$ cat src/rtl/if_fetch_pkg.sv
// Shared constants, state encoding and byte-lane helper for the instruction fetch stage.
// The ICACHE_EN macro stays undefined by default, which builds the stage without a cache.
package if_fetch_pkg;

    localparam int          INST_ADDR_W = 32;
    localparam int          INST_W      = 32;
    localparam logic [31:0] ZERO_WORD   = 32'h0000_0000;
    localparam logic        STOP        = 1'b1;
    localparam logic        NO_STOP     = 1'b0;
    localparam logic        BRANCH      = 1'b1;
    localparam logic [2:0]  LANES       = 3'd4;

    typedef enum logic {
        FETCH = 1'b0,
        READY = 1'b1
    } fetch_state_e;

    function automatic logic [31:0] put_byte(input logic [31:0] word,
                                             input logic [1:0]  lane,
                                             input logic [7:0]  b);
        logic [31:0] r;
        r = word;
        case (lane)
            2'd0:    r[7:0]   = b;
            2'd1:    r[15:8]  = b;
            2'd2:    r[23:16] = b;
            2'd3:    r[31:24] = b;
            default: r        = word;
        endcase
        return r;
    endfunction

endpackage

$ cat src/rtl/if_icache.sv
// Direct-mapped instruction cache: combinational lookup, synchronous fill.
// Only instantiated when ICACHE_EN is defined.
module if_icache
    import if_fetch_pkg::*;
#(
    parameter int ENTRIES = 64
) (
    input  logic        clk,
    input  logic        rst,
    input  logic [31:0] lookup_pc,
    output logic        hit,
    output logic [31:0] hit_data,
    input  logic        wr_en,
    input  logic [31:0] wr_pc,
    input  logic [31:0] wr_data
);

    localparam int IDX_W = $clog2(ENTRIES);
    localparam int TAG_W = INST_ADDR_W - IDX_W - 2;

    logic [TAG_W-1:0]   tag_r  [ENTRIES];
    logic [INST_W-1:0]  data_r [ENTRIES];
    logic [ENTRIES-1:0] valid_r;
    logic [IDX_W-1:0]   rd_idx_s;
    logic [IDX_W-1:0]   wr_idx_s;
    logic               unused_lsb_s;

    assign rd_idx_s     = lookup_pc[IDX_W+1:2];
    assign wr_idx_s     = wr_pc[IDX_W+1:2];
    assign unused_lsb_s = ^{lookup_pc[1:0], wr_pc[1:0]};

    // Tag compare against the addressed entry
    always_comb begin
        hit      = valid_r[rd_idx_s] && (tag_r[rd_idx_s] == lookup_pc[INST_ADDR_W-1:IDX_W+2]);
        hit_data = data_r[rd_idx_s];
    end

    // Valid bits are the only cache state that must come up cleared
    always_ff @(posedge clk or negedge rst) begin
        if (!rst) begin
            valid_r <= {ENTRIES{1'b0}};
        end else if (wr_en) begin
            valid_r[wr_idx_s] <= 1'b1;
        end else begin
            valid_r <= valid_r;
        end
    end

    // Tag and data storage written on fill
    always_ff @(posedge clk) begin
        if (wr_en) begin
            tag_r[wr_idx_s]  <= wr_pc[INST_ADDR_W-1:IDX_W+2];
            data_r[wr_idx_s] <= wr_data;
        end
    end

endmodule

$ cat src/rtl/if_fetch.sv
// Instruction fetch: owns the PC and assembles 32-bit instructions from a byte-wide port.
// Define ICACHE_EN to add the direct-mapped if_icache in front of the byte fetch.
module if_fetch
    import if_fetch_pkg::*;
#(
    parameter int ICACHE_ENTRIES = 64
) (
    input  logic        clk,
    input  logic        rst,
    input  logic [5:0]  stall,
    input  logic        branch_flag_i,
    input  logic [31:0] branch_target_i,
    input  logic        mem_busy_i,
    output logic        mem_req_o,
    output logic [31:0] mem_addr_o,
    input  logic [7:0]  mem_rdata_i,
    output logic [31:0] if_pc,
    output logic [31:0] if_inst,
    output logic        stallreq_o
);

    fetch_state_e state_r, state_s;
    logic [31:0]  pc_r, pc_s;
    logic [31:0]  buf_r, buf_s;
    logic [2:0]   cnt_r, cnt_s;
    logic         pend_vld_r, pend_vld_s;
    logic [1:0]   pend_lane_r, pend_lane_s;
    logic         issue_s;
    logic         capture_s;
    logic         done_s;
    logic         hit_s;
    logic [31:0]  hit_data_s;

`ifdef ICACHE_EN
    logic        cache_hit_s;
    logic [31:0] fill_data_s;
    logic        unused_stall_s;

    assign fill_data_s    = put_byte(buf_r, 2'd3, mem_rdata_i);
    assign unused_stall_s = ^stall[5:1];

    if_icache #(
        .ENTRIES (ICACHE_ENTRIES)
    ) u_icache (
        .clk       (clk),
        .rst       (rst),
        .lookup_pc (pc_r),
        .hit       (cache_hit_s),
        .hit_data  (hit_data_s),
        .wr_en     (done_s),
        .wr_pc     (pc_r),
        .wr_data   (fill_data_s)
    );

    // A lookup only counts before any byte of this instruction has been requested
    assign hit_s = cache_hit_s && (state_r == FETCH) && (cnt_r == 3'd0) && !pend_vld_r;
`else
    logic unused_s;

    assign hit_s      = 1'b0;
    assign hit_data_s = ZERO_WORD;
    assign unused_s   = ^{stall[5:1], ICACHE_ENTRIES[0]};
`endif

    assign issue_s   = (state_r == FETCH) && (cnt_r < LANES) && !mem_busy_i
                       && (branch_flag_i != BRANCH) && !hit_s;
    assign capture_s = pend_vld_r && (branch_flag_i != BRANCH);
    assign done_s    = capture_s && (pend_lane_r == 2'd3);

    // Next-state: redirect beats stall and any fetch progress
    always_comb begin
        state_s     = state_r;
        pc_s        = pc_r;
        cnt_s       = cnt_r;
        buf_s       = buf_r;
        pend_vld_s  = 1'b0;
        pend_lane_s = pend_lane_r;
        if (branch_flag_i == BRANCH) begin
            pc_s    = branch_target_i;
            cnt_s   = 3'd0;
            state_s = FETCH;
        end else begin
            if (capture_s) begin
                buf_s = put_byte(buf_r, pend_lane_r, mem_rdata_i);
            end else begin
                buf_s = buf_r;
            end
            if (issue_s) begin
                cnt_s       = cnt_r + 3'd1;
                pend_vld_s  = 1'b1;
                pend_lane_s = cnt_r[1:0];
            end else begin
                cnt_s = cnt_r;
            end
            case (state_r)
                FETCH: begin
                    if (hit_s) begin
                        buf_s   = hit_data_s;
                        state_s = READY;
                    end else if (done_s) begin
                        state_s = READY;
                    end else begin
                        state_s = FETCH;
                    end
                end
                READY: begin
                    if (stall[0] == NO_STOP) begin
                        pc_s    = pc_r + 32'd4;
                        cnt_s   = 3'd0;
                        state_s = FETCH;
                    end else begin
                        state_s = READY;
                    end
                end
                default: state_s = FETCH;
            endcase
        end
    end

    // Fetch state registers
    always_ff @(posedge clk or negedge rst) begin
        if (!rst) begin
            state_r     <= FETCH;
            pc_r        <= ZERO_WORD;
            cnt_r       <= 3'd0;
            buf_r       <= ZERO_WORD;
            pend_vld_r  <= 1'b0;
            pend_lane_r <= 2'd0;
        end else begin
            state_r     <= state_s;
            pc_r        <= pc_s;
            cnt_r       <= cnt_s;
            buf_r       <= buf_s;
            pend_vld_r  <= pend_vld_s;
            pend_lane_r <= pend_lane_s;
        end
    end

    // Gating with rst keeps the port silent the moment reset is asserted
    assign mem_req_o  = issue_s && rst;
    assign mem_addr_o = mem_req_o ? (pc_r + {29'd0, cnt_r}) : ZERO_WORD;
    assign if_pc      = pc_r;
    assign if_inst    = buf_r;
    assign stallreq_o = (state_r != READY);

endmodule

$ cat config.mk
export PLATFORM = sky130hd
export DESIGN_NAME = if_fetch
export DESIGN_NICKNAME = d
export VERILOG_FILES = /design/src/rtl/if_fetch_pkg.sv /design/src/rtl/if_icache.sv /design/src/rtl/if_fetch.sv
export SDC_FILE = /design/constraint.sdc
export NUM_CORES = 1
export LEC_CHECK = 0
export BUFFER_PORTS_ARGS = -buffer_cell sky130_fd_sc_hd__buf_2
export CAP_MARGIN = 0
export CORE_MARGIN = 5
export CORE_UTILIZATION = 55
export CTS_CLUSTER_SIZE = 20
export DETAILED_ROUTE_END_ITERATION = 16
export PLACE_DENSITY = 0.95
export SLEW_MARGIN = 0
export SYNTH_ARGS = -nofsm -noshare
export SYNTH_HDL_FRONTEND = slang
export SYNTH_SLANG_ARGS = --single-unit
$ cat constraint.sdc
create_clock -name clk -period 5.1 [get_ports clk]
set_clock_uncertainty 0.15 [all_clocks]
set_input_delay 0.765 -clock clk [delete_from_list [all_inputs] [get_ports clk]]
set_output_delay 0.765 -clock clk [all_outputs]
set_load 0.005 [all_outputs]
Word-level counts from Yosys, hierarchy flattened
Index checks and enable logic that the tools add are counted.
{"block": "word_totals", "regBits": 71, "input_bits": 50, "out_inout_bits": 98, "wordCells": 48}
{"block": "classes", "add_sub_neg": 3, "n_lt_le_gt_ge": 1, "eq_ne": 4, "muxes": 14, "bitwise_logic": 2, "reduce_logical": 15}
{"cell": "$mux 32", "n": 4}
{"cell": "$add 32x3->32", "n": 1}
{"cell": "$add 32x3->32 const B", "n": 1}
{"cell": "$mux 3", "n": 4}
{"cell": "$reduce_and 3->1", "n": 4}
{"cell": "$logic_and 1x1->1", "n": 6}
{"cell": "$mux 1", "n": 5}
{"cell": "$eq 2x2->1 const B", "n": 2}
{"cell": "$reduce_and 2->1", "n": 2}
{"cell": "$add 3x1->3 const B", "n": 1}
{"cell": "$lt 3x3->1 const B", "n": 1}
{"cell": "$eq 2x1->1 const B", "n": 1}
{"cell": "$logic_not 2->1", "n": 1}
{"cell": "$ne 2x1->1 const B", "n": 1}
{"cell": "$not 1->1", "n": 2}
{"cell": "$pmux 1 s2", "n": 1}
{"cell": "$reduce_bool 2->1", "n": 1}
{"cell": "$logic_not 1->1", "n": 1}

Logic depth before layout (Yosys ltp)
Gate-level depths: netlist (run 1).
{"block": "depth", "depth_word": 8, "depth_mapped": 8, "mapped_depth_nobuf": 7}

Least setup slack after synthesis (run 1)
No wires, ideal clock.
{"block": "synth_timing", "path_kind": "register to output", "startpoint": "register cnt_r[0]", "endpoint": "output port mem_addr_o[26]", "arrival_ns": 2.117, "slack_ns": 2.068, "path_stages_with_launch": 9, "path_buffers": 1, "cell_sequence": "dfrtp_1 -> ha_1 -> inv_1 -> fa_1 -> nor2b_1 -> o2111ai_1 -> clkbuf_1 -> o311ai_0 -> o41ai_1"}
{"block": "synth_between", "elab_chain_len": 6, "elab_cells_between_ends": 7}
{"element": "from (decl)", "line_no": "if_fetch.sv:25", "text": "logic [2:0] cnt_r, cnt_s;"}
{"element": "from (signal assigned)", "line_no": "if_fetch.sv:132", "text": "cnt_r <= cnt_s;"}
{"element": "branches (longest 5 deep; another with $add 32x3->32)"}
{"element": "$mux 32 *", "line_no": "if_fetch.sv:141", "text": "assign mem_addr_o = mem_req_o ? (pc_r + {29'd0, cnt_r}) : ZERO_WORD;"}
{"element": "to (decl)", "line_no": "if_fetch.sv:15", "text": "output logic [31:0] mem_addr_o,"}
Mark *: on every way between the ends.

Worst setup path in the final report (run 1)
{"block": "layout_timing", "startpoint": "input port branch_flag_i", "endpoint": "output port mem_addr_o[26]"}
{"block": "layout_between", "elab_chain_len": 4}
{"element": "from (decl)", "line_no": "if_fetch.sv:11", "text": "input logic branch_flag_i,"}
{"element": "$not 1->1 (no source line)"}
{"element": "$logic_and 1x1->1", "line_no": "if_fetch.sv:66", "text": "&& (branch_flag_i != BRANCH) && !hit_s;"}
{"element": "$logic_and 1x1->1", "line_no": "if_fetch.sv:140", "text": "assign mem_req_o = issue_s && rst;"}
{"element": "$mux 32", "line_no": "if_fetch.sv:141"}
Every way passes these cells.

==> results by group, run 1 <==
Outcome
  – Status: finished clean

STA
  – Final setup fails: 0
  – PnR worst setup slack: 1220 ps
  – Final Max Slew Viols: 0
  – Setup TNS: 0 ps
  – Max Fclk: 257 MHz
  – Crit path time final: 3880 ps
  – Unrepaired setup endpoints after global routing: false
  – Worst slew pin tran: 1100 ps
  – Max_slew headroom: 24.9%
  – Final Cycle Share: 76.2%
  – Final hold vios: 0

Power
  – Total Power: 0.00152 W
  – Sw Ratio: 32.4%
  – Comb power frac: 21.9%
  – PD cells: 295 mW/mm2
  – Internal power: 0.00103 W
  – Clock share of power: 28.4%
  – Net Sw Power: 0.000492 W
  – Flop pwr share: 49.7%
  – Leak pwr: 2.33 nW
  – Maximum VDD drop: 0.257 mV

Floorplanning
  – DIE WIDTH: 97.8 um
  – Die area: 0.00956 mm2
  – Die Y: 97.8 um
  – Core Region: 0.00761 mm2
  – Starting Density: 55.7%
  – Boundary pin count: 148
  – Rows: 32

Clock network
  – CTS Sinks: 71
  – Root Buffer: clkbuf_8
  – CTS Hold Bufs: 0
  – Post-CTS sizing: 0
  – Clk buf depth: 2
  – CTS buffer count: 9
  – Post-CTS Setup Inserts: 0
  – Clk slew on worst S/H paths: 80 ps
  – Clk_lat worst skew: 350 ps
  – CTS tree: built
  – CTS H-tree lvls: 3

Yosys
  – Post-synth ARST share: 100%
  – Synth Area in Adders: 1.95%
  – Cell Area, Synth: 0.00424 mm2
  – Most frequently used flop master after synthesis: dfrtp_1
  – XOR/XNOR Fraction of Synth Area: 4.34%
  – Synth Area in Simple Gates: 23.2%
  – Synth Area per Inst: 9.36 um2
  – Post-synthesis sequential area ratio: 41.9%
  – Mux cell area share after synthesis: 9.24%
  – Main combinational cell family by area after synthesis: simple AND/OR/NAND/NOR gates
  – Synth warn: 0
  – Cells after Synth: 453
  – Yosys cell types: 51
  – Mapped Nets: 509
  – Compound-cell area share of the yosys netlist: 15.1%
  – Yosys reg bits: 71
  – Post-synth EDFFs: 0

Setup path
  – Startpoint Class: primary input
  – Req. time, crit path: 4180 ps
  – Worst setup EP type: primary output
  – Worst Path Max Fanout: 47
  – Setup Crit Path Kind: in2out
  – Arrival time worst endpoint: 2970 ps

Global routing
  – Largest net degree at the start of global routing: 48
  – Initial antenna violation count: 0
  – Global Route Usage Sum: 26.1%
  – Via count of the first global-routing pass: 4,139
  – First-pass GRT wire length: 20.5 mm
  – Grt total ovfl: 0

Place
  – Port bufs: 142
  – Placed Instances: 667
  – Dpl ws: 1290 ps
  – Placed wire-length estimate: 9.24 mm
  – Placer Congestion: 0.891

Cells and area
  – Final core occ: 67.7%
  – Layout cell share with drive strength beyond 1: 35.8%
  – Layout fillers: 604
  – Fin cells: 683
  – Layout Area Growth over Synthesis: 21.5%
  – # diodes: 0
  – Final net count: 632

Detailed routing
  – Drt total wl: 12.6 mm
  – DRC viols: 0
  – Vias/cell: 6.13
  – Post-route ant nets: 0
  – WL/cell: 18.4 um
  – Drt first pass iters: 5
  – Vias: 4,188
  – Initial DRC count: 290

Hold path
  – Hold Path Class: in2async

Run
  – Max_cap viols: 0
==> Yosys cell counts (3+ instances only) <==
cell type / instances / area (um2)
nand2_1: 42 / 158
and4_1: 6 / 52.6
nor3_1: 10 / 50.1
nand4_1: 10 / 62.6
or2_2: 3 / 18.8
mux2_2: 33 / 372
ha_1: 5 / 62.6
xor2_1: 9 / 78.8
clkbuf_1: 22 / 82.6
o21ai_0: 29 / 145
nor2_1: 31 / 116
or4_1: 22 / 165
buf_2: 9 / 45.0
or3_1: 14 / 87.6
nor2b_1: 5 / 31.3
o31ai_1: 18 / 135
a21oi_1: 20 / 100
nand4_2: 5 / 62.6
o21a_1: 3 / 22.5
nand3_1: 12 / 60.1
inv_1: 10 / 37.5
nor4_1: 3 / 18.8
a31oi_1: 12 / 75.1
dfrtp_1: 71 / 1780
xnor2_1: 12 / 105
==> metrics by stage <==
step / cell area, um2 / hold WS [ps]
6_report: 5150 / 273
4_1_cts: 5150 / 291
2_1_floorplan: 4240 / 319
3_5_place_dp: 4960 / 340
3_3_place_gp: 4960 / 332
5_1_grt: 5150 / 322
==> cell type report <==
class                      count  area (um2)  area share (%)
multi-input combinational    337        2280            44.3
sequential                    71        1780            34.5
timing repair buffer         145         733            14.2
clock buffer                  10         138            2.67
tap                          102         128            2.48
clock inverter                 6        50.0           0.971
inverter                      12        45.0           0.874
==> logic make-up (layout without fill, tap and decap cells) <==
group | Yosys count | after routing
fa+ha+maj | 6 | 6
mux | 35 | 35
flops | 71 | 71
simple gates | 174 | 174
buf+inv | 45 | 173
xor+xnor | 21 | 21
compound gates | 101 | 101
==> metal layers <==
metal  vias to the layer above  GRT usage (%)  share of wire, %
met5                         -              0                 0
met4                         0           8.63               2.1
met3                        32           5.93               7.4
met2                       220           45.3                50
met1                      2014           32.3                40
li1                       1922              -                 -
==> path summary, 6_finish.rpt <==
check                                   start        endpoint  slack [ps]  depth (start not counted)
max in group asynchronous                 rst        if_pc[5]        3480                          2
min in group clk                  if_inst[28]     if_inst[28]         360                          1
worst min register to register    if_inst[28]     if_inst[28]         360                          1
worst max register to register       if_pc[3]       if_pc[26]        2520                          5
worst min-delay path                      rst       if_pc[24]         270                          1
worst max-delay path            branch_flag_i  mem_addr_o[26]        1220                          9
==> worst max-delay path, cell delays in order <==
cell,delay (ps)
buf_2,330
or4_1,650
inv_2,170
nand2_1,70
buf_4,270
inv_1,200
o311ai_0,200
o41ai_1,120
buf_2,180
==> state kept, by name, summed over array words and instances (netlist names) <==
name,flops
state_r,1
pend_lane_r,2
if_pc,32
if_inst,32
cnt_r,3
pend_vld_r,1
==> power groups by stage <==
| stage | clock network (W) | registers [W] | logic [W] |
|---|---|---|---|
| 2_1_floorplan | 0 | 0.000739 | 0.000170 |
| 3_3_place_gp | 0 | 0.000751 | 0.000316 |
| 3_5_place_dp | 0 | 0.000762 | 0.000336 |
| 4_1_cts | 0.000435 | 0.000753 | 0.000338 |
| 5_1_grt | 0.000460 | 0.000768 | 0.000368 |
| 6_report | 0.000431 | 0.000756 | 0.000332 |
==> placed cells by master (no fill, tap or decap), types with 5 or more instances in the layout <==
cell	netlist	routed
xnor2_1	12	12
nand4_1	10	10
buf_2	9	142
or4_1	22	22
dfrtp_1	71	71
nand3_1	12	12
o31ai_1	18	18
nor3_1	10	10
nor2b_1	5	5
a31oi_1	12	12
inv_1	10	10
xor2_1	9	9
nor2_1	31	31
nand4_2	5	5
clkbuf_8	0	10
o21ai_0	29	29
ha_1	5	5
and4_1	6	6
or3_1	14	14
mux2_2	33	33
nand2_1	42	42
a21oi_1	20	20
No activity file was read; power rests on OpenSTA's default activity.
==> run 2: changes to the inputs <==
--- a/config.mk
+++ b/config.mk
@@ -8,10 +8,10 @@
 export BUFFER_PORTS_ARGS = -buffer_cell sky130_fd_sc_hd__buf_2
 export CAP_MARGIN = 0
 export CORE_MARGIN = 5
-export CORE_UTILIZATION = 55
+export CORE_UTILIZATION = 46
 export CTS_CLUSTER_SIZE = 20
 export DETAILED_ROUTE_END_ITERATION = 16
-export PLACE_DENSITY = 0.95
+export PLACE_DENSITY = 0.87
 export SLEW_MARGIN = 0
 export SYNTH_ARGS = -nofsm -noshare
 export SYNTH_HDL_FRONTEND = slang
==> constraint.sdc (replaced) <==
create_clock -name clk -period 3.5 [get_ports clk]
set_clock_uncertainty 0.15 [all_clocks]
set_input_delay 0.525 -clock clk [delete_from_list [all_inputs] [get_ports clk]]
set_output_delay 0.525 -clock clk [all_outputs]
set_load 0.005 [all_outputs]
==> run 2 against run 1 <==
Net effect:
- worst hold slack lost 190 ps
- utilization shrank 10 points
- register-to-register slack worse by 1600 ps
- non-clock buffer count up 7
- first-iteration DRC count decreased by 15%
- sequential power up 44%
- via count barely moved
- count of clock-buffer cells in the layout down 1
- clock power grew 48%
- critical path type is now reg2out
- largest cell class unchanged
==> results by group, run 2 (synthesis gave the netlist of run 1 again) <==
Cells and area
  – Final core occ: 57.3% (-10 points)
  – # diodes: 0 (unchanged)
  – Layout cell share with drive strength beyond 1: 36.7% (+0.93 points)
  – Commonest cells after routing, fill and taps aside: buf_2 (142), dfrtp_1 (71), nand2_1 (42)
  – Layout Area Growth over Synthesis: 23.0%
  – Most common cell after layout, fill and taps aside: buf_2
  – Final Instance Area: 0.00522 mm2 (+1.2%)
  – Layout fillers: 830 (+37%)
  – Fin cells: 699 (+2.3%)
  – Final net count: 639 (+1.1%)

Run
  – Max_cap viols: 0 (unchanged)

STA
  – Crit path time final: 3370 ps
  – Final setup fails: 0 (unchanged)
  – Final hold vios: 0 (unchanged)
  – Max Fclk: 297 MHz
  – Final Cycle Share: 96.1%
  – Final Max Slew Viols: 0 (unchanged)
  – Worst slew pin tran: 799 ps (-299 ps)
  – Max_slew headroom: 46.5% (+22 points)
  – Unrepaired setup endpoints after global routing: false
  – Setup TNS: 0 ps (unchanged)

Place
  – Placer Congestion: 0.910 (+2.2%)
  – Placed wire-length estimate: 9.29 mm (+0.54%)
  – Post-DP Area: 0.00502 mm2 (+1.1%)
  – Port bufs: 142 (unchanged)
  – Placed Instances: 682 (+2.2%)

Clock network
  – CTS Sinks: 71 (unchanged)
  – Root Buffer: clkbuf_8
  – Clk slew on worst S/H paths: 90 ps (about the same)
  – Clk_lat worst skew: 340 ps (about the same)
  – CTS buffer count: 9 (unchanged)
  – CTS Hold Bufs: 0 (unchanged)
  – CTS H-tree lvls: 3 (unchanged)
  – Clk buf depth: 2 (unchanged)
  – CTS tree: built

Global routing
  – Via count of the first global-routing pass: 4,041 (-2.4%)
  – First-pass GRT wire length: 20.1 mm (-1.6%)
  – Grt total ovfl: 0 (unchanged)
  – Largest net degree at the start of global routing: 51 (+6.3%)
  – Global Route Usage Sum: 22.1% (-4.0 points)
  – Initial antenna violation count: 0 (unchanged)

Floorplanning
  – Die area: 0.0112 mm2 (+17%)
  – Boundary pin count: 148 (unchanged)
  – Starting Density: 46.5% (-9.2 points)
  – Die Y: 106 um (+8.4%)
  – Core Region: 0.00911 mm2 (+20%)
  – DIE WIDTH: 106 um (+8.4%)
  – Rows: 35 (+9.4%)

Power
  – Total Power: 0.00222 W (+46%)
  – Maximum VDD drop: 0.267 mV (+4.1%)
  – Leak pwr: 2.36 nW (+1.5%)
  – PD cells: 425 mW/mm2 (+44%)

Setup path
  – Worst Path Max Fanout: 17 (-64%)
  – Startpoint Class: register
  – Worst setup EP type: primary output
  – Setup Crit Path Kind: reg2out
  – Req. time, crit path: 2820 ps (-1360 ps)
  – Arrival time worst endpoint: 2690 ps (-280 ps)

Detailed routing
  – DRC viols: 0 (unchanged)
  – Vias/cell: 5.99 (-2.3%)
  – Initial DRC count: 247 (-15%)
  – Post-route ant nets: 0 (unchanged)
  – WL/cell: 17.8 um (-3.4%)
  – Vias: 4,187 (-0.024%)
  – Drt total wl: 12.5 mm (-1.1%)
  – Drt first pass iters: 5 (unchanged)

Hold path
  – Hold Path Class: in2async

Outcome
  – Status: finished clean
-- run 2: stage by stage --
stage	hold WS [ps]	worst slack [ps]
floorplan	79.4	708
global placement	335	531
detailed placement	340	487
CTS	83.9	58.6
global route	103	10.7
finish	86.0	135
-- run 2: layout make-up --
cell class,instances,area (um2),share of cell area (%)
clock inverters,7,61.3,1.18
clock buffers,9,124,2.38
repair buffers,152,786,15.1
inverters,12,45.0,0.864
flip-flops and latches,71,1780,34.1
multi-input cells,337,2280,43.8
well taps,111,139,2.66
-- run 2: repair_timing --
item                       CTS  global route
resized for setup            0             1
buffers inserted             0             1
setup endpoints to repair    0             8
-- run 2: routing by layer --
metal | routed length [um] | global-route usage, %
met1 | 5060 | 28.0
met3 | 911 | 4.25
met4 | 401 | 9.53
met5 | 0 | 0
met2 | 6090 | 36.8
-- run 2: power by group --
group	switching [W]	internal (W)	total [W]	leakage [nW]
Combinational	0.000233	0.000257	0.000489	1.39
Sequential	0.000135	0.000958	0.00109	0.882
Clock	0.000363	0.000272	0.000636	0.0892
Total	0.000731	0.00149	0.00222	2.36
-- run 2: path summary, 6_finish.rpt --
check                           cells after the start              to          startpoint  slack [ps]
worst max-delay path                                6  mem_addr_o[29]            if_pc[2]         130
worst min-delay path                                2       if_pc[22]                 rst          90
worst max register to register                      5       if_pc[26]            if_pc[3]         970
worst min register to register                      1     if_inst[24]         if_inst[24]         350
max in group asynchronous                           2        if_pc[5]                 rst        2580
min in group clk                                    3        if_pc[4]  branch_target_i[4]         240
-- run 2: critical path, stage by stage (launching register included) --
cell and delay, ps:
dfrtp_1 450, ha_1 370, nand3_1 240, a21o_2 390, or4_1 520, a21oi_1 220
buf_2 150
==> run 3: changes to the inputs <==
--- a/config.mk
+++ b/config.mk
@@ -7,6 +7,7 @@
 export LEC_CHECK = 0
 export BUFFER_PORTS_ARGS = -buffer_cell sky130_fd_sc_hd__buf_2
 export CAP_MARGIN = 0
+export CORE_ASPECT_RATIO = 0.6
 export CORE_MARGIN = 5
 export CORE_UTILIZATION = 46
 export CTS_CLUSTER_SIZE = 20
==> run 3 against run 2 <==
Net effect:
- wire length is 7.4% higher
- highest routed layer unchanged
- clock power is 54% higher
- maximum frequency is 0.63% higher
- sequential power hardly changed
- sequential share of layout area is 0.78 points lower
- largest power group unchanged
==> results by group, run 3 (synthesis gave the netlist of run 1 again) <==
Global routing
  – Global Route Usage Sum: 23.7% (+1.6 points)
  – Initial antenna violation count: 0 (unchanged)
  – Largest net degree at the start of global routing: 49 (-3.9%)
  – First-pass GRT wire length: 21.5 mm (+6.8%)
  – Grt total ovfl: 0 (unchanged)
  – Via count of the first global-routing pass: 4,162 (+3.0%)

Detailed routing
  – DRC viols: 0 (unchanged)
  – Drt total wl: 13.4 mm (+7.4%)
  – Post-route ant nets: 0 (unchanged)
  – WL/cell: 19.1 um (+7.1%)
  – Initial DRC count: 442 (+79%)
  – Drt first pass iters: 5 (unchanged)
  – Vias/cell: 6.01 (+0.41%)
  – Vias: 4,216 (+0.69%)

Setup path
  – Worst setup EP type: primary output
  – Worst Path Max Fanout: 18 (+1)
  – R2r startpoint: if_pc[3]
  – Req. time, crit path: 2820 ps (about the same)
  – CP Cell Sequence: ha_1 -> inv_1 -> fa_1 -> nor2b_1 -> o2111ai_1 -> buf_6 -> or4_1 -> a21oi_1 -> buf_2
  – Setup Crit Path Kind: reg2out
  – Worst path max stage delay: 480 ps (-40 ps)
  – R2r setup slk: 920 ps (-50 ps)
  – Startpoint Class: register
  – Worst path slowest cell: or4_1
  – Cells on worst reg2reg path: 5 (unchanged)
  – Arrival time worst endpoint: 2670 ps (-20 ps)
  – R2r endpoint: if_pc[26]

STA
  – Max Fclk: 299 MHz (+0.63%)
  – Setup TNS: 0 ps (unchanged)
  – Worst slew pin tran: 766 ps (-32.8 ps)
  – Unrepaired setup endpoints after global routing: false
  – Final Cycle Share: 95.5% (-0.60 points)
  – Final hold vios: 0 (unchanged)
  – Final Hold Slack: 122 ps (+36.4 ps)
  – Crit path time final: 3340 ps (-21.1 ps)
  – Max_slew headroom: 48.4% (+1.9 points)
  – Final setup fails: 0 (unchanged)
  – Final Max Slew Viols: 0 (unchanged)

Clock network
  – Clk_lat worst skew: 330 ps (about the same)
  – CTS H-tree lvls: 3 (unchanged)
  – Clk slew on worst S/H paths: 60 ps (-30 ps)
  – Post-CTS sizing: 0 (unchanged)
  – CTS Hold Bufs: 0 (unchanged)
  – CTS Sinks: 71 (unchanged)
  – CTS buffer count: 9 (unchanged)
  – Clk buf depth: 2 (unchanged)
  – CTS tree: built
  – Root Buffer: clkbuf_16
  – Post-CTS Setup Inserts: 0 (unchanged)

Place
  – Post-DP Area: 0.00502 mm2 (about the same)
  – Placed wire-length estimate: 9.97 mm (+7.4%)
  – Placed Instances: 686 (+0.59%)
  – Placer Congestion: 0.939 (+3.2%)
  – Port bufs: 142 (unchanged)

Floorplanning
  – Die Y: 84.4 um (-20%)
  – Boundary pin count: 148 (unchanged)
  – Die area: 0.0113 mm2 (+0.56%)
  – DIE WIDTH: 134 um (+26%)
  – Core Region: 0.00909 mm2 (-0.23%)
  – Starting Density: 46.6% (+0.11 points)
  – Rows: 27 (-23%)

Cells and area
  – Commonest cells after routing, fill and taps aside: buf_2 (142), dfrtp_1 (71), nand2_1 (42)
  – Layout fillers: 759 (-8.6%)
  – Most common cell after layout, fill and taps aside: buf_2
  – Multi-input logic area: 0.00228 mm2 (unchanged)
  – # diodes: 0 (unchanged)
  – Layout Area Growth over Synthesis: 25.9%
  – FF/Latch Area: 0.00178 mm2 (unchanged)
  – Final Instance Area: 0.00534 mm2 (+2.4%)
  – Fin cells: 701 (+0.29%)
  – Final net count: 637 (-0.31%)
  – Layout cell share with drive strength beyond 1: 36.2% (-0.50 points)

Power
  – Maximum VDD drop: 0.256 mV (-4.2%)
  – PD cells: 481 mW/mm2 (+13%)
  – Leak pwr: 2.42 nW (+2.5%)

Run
  – Max_cap viols: 0 (unchanged)

Hold path
  – Hold Path Class: in2async

Outcome
  – Status: finished clean
run 3: changes by cell type in the layout (fill, tap and decap cells not counted), sizes merged:
cell      delta
inv          -5
clkinvlp     -2
bufinv       +2
clkbuf       +2
clkinv       +2
buf          -2
run 3: where the power goes:
part	leakage, nW	internal, W	switching, W
combinational	1.38	0.000256	0.000238
clock	0.155	0.000637	0.000339
sequential	0.882	0.000961	0.000138
total	2.42	0.00185	0.000715
run 3: through the flow:
stage | util [%] | total power [W] | worst slack (ps)
final | 58.7 | 0.00257 | 156
after global routing | 58.7 | 0.00268 | 18.6
after detailed placement | 55.2 | 0.00160 | 490
after global placement | 55.2 | 0.00157 | 555
after CTS | 58.7 | 0.00258 | 126
after floorplan | - | 0.00132 | 708
run 3: final cells by class:
type,count,area share [%]
clock inverter,4,1.31
multi-input combinational,337,42.8
clock buffer,11,4.55
inverter,12,0.844
tap,116,2.72
sequential,71,33.3
timing repair buffer,150,14.5
run 3: layer usage:
metal	vias up	global-route usage [%]	wire length, um
li1	1938	-	-
met1	2072	33.0	6040
met3	24	5.15	1020
met2	182	36.6	6080
met4	0	8.31	230
met5	-	0	0
run 3: worst max-delay path: cells and delay by family (launching register included):
| family | cells | cell delay [ps] |
|---|---|---|
| AOI/OAI and AO/OA | 2 | 300 |
| DFF | 1 | 400 |
| and+or+nand+nor | 2 | 640 |
| buffers and inverters | 3 | 400 |
| adders and majority gates | 2 | 590 |
run 3: worst max-delay path by stage:
stage	startpoint	endpoint	slack (ps)	cells after the start
after floorplan	cnt_r[0]	mem_addr_o[26]	710	8
after global placement	cnt_r[0]	mem_addr_o[22]	550	9
after detailed placement	if_pc[2]	mem_addr_o[17]	490	6
after CTS	cnt_r[0]	mem_addr_o[22]	130	9
after global routing	if_pc[0]	mem_addr_o[22]	20	9
final	cnt_r[0]	mem_addr_o[22]	160	9
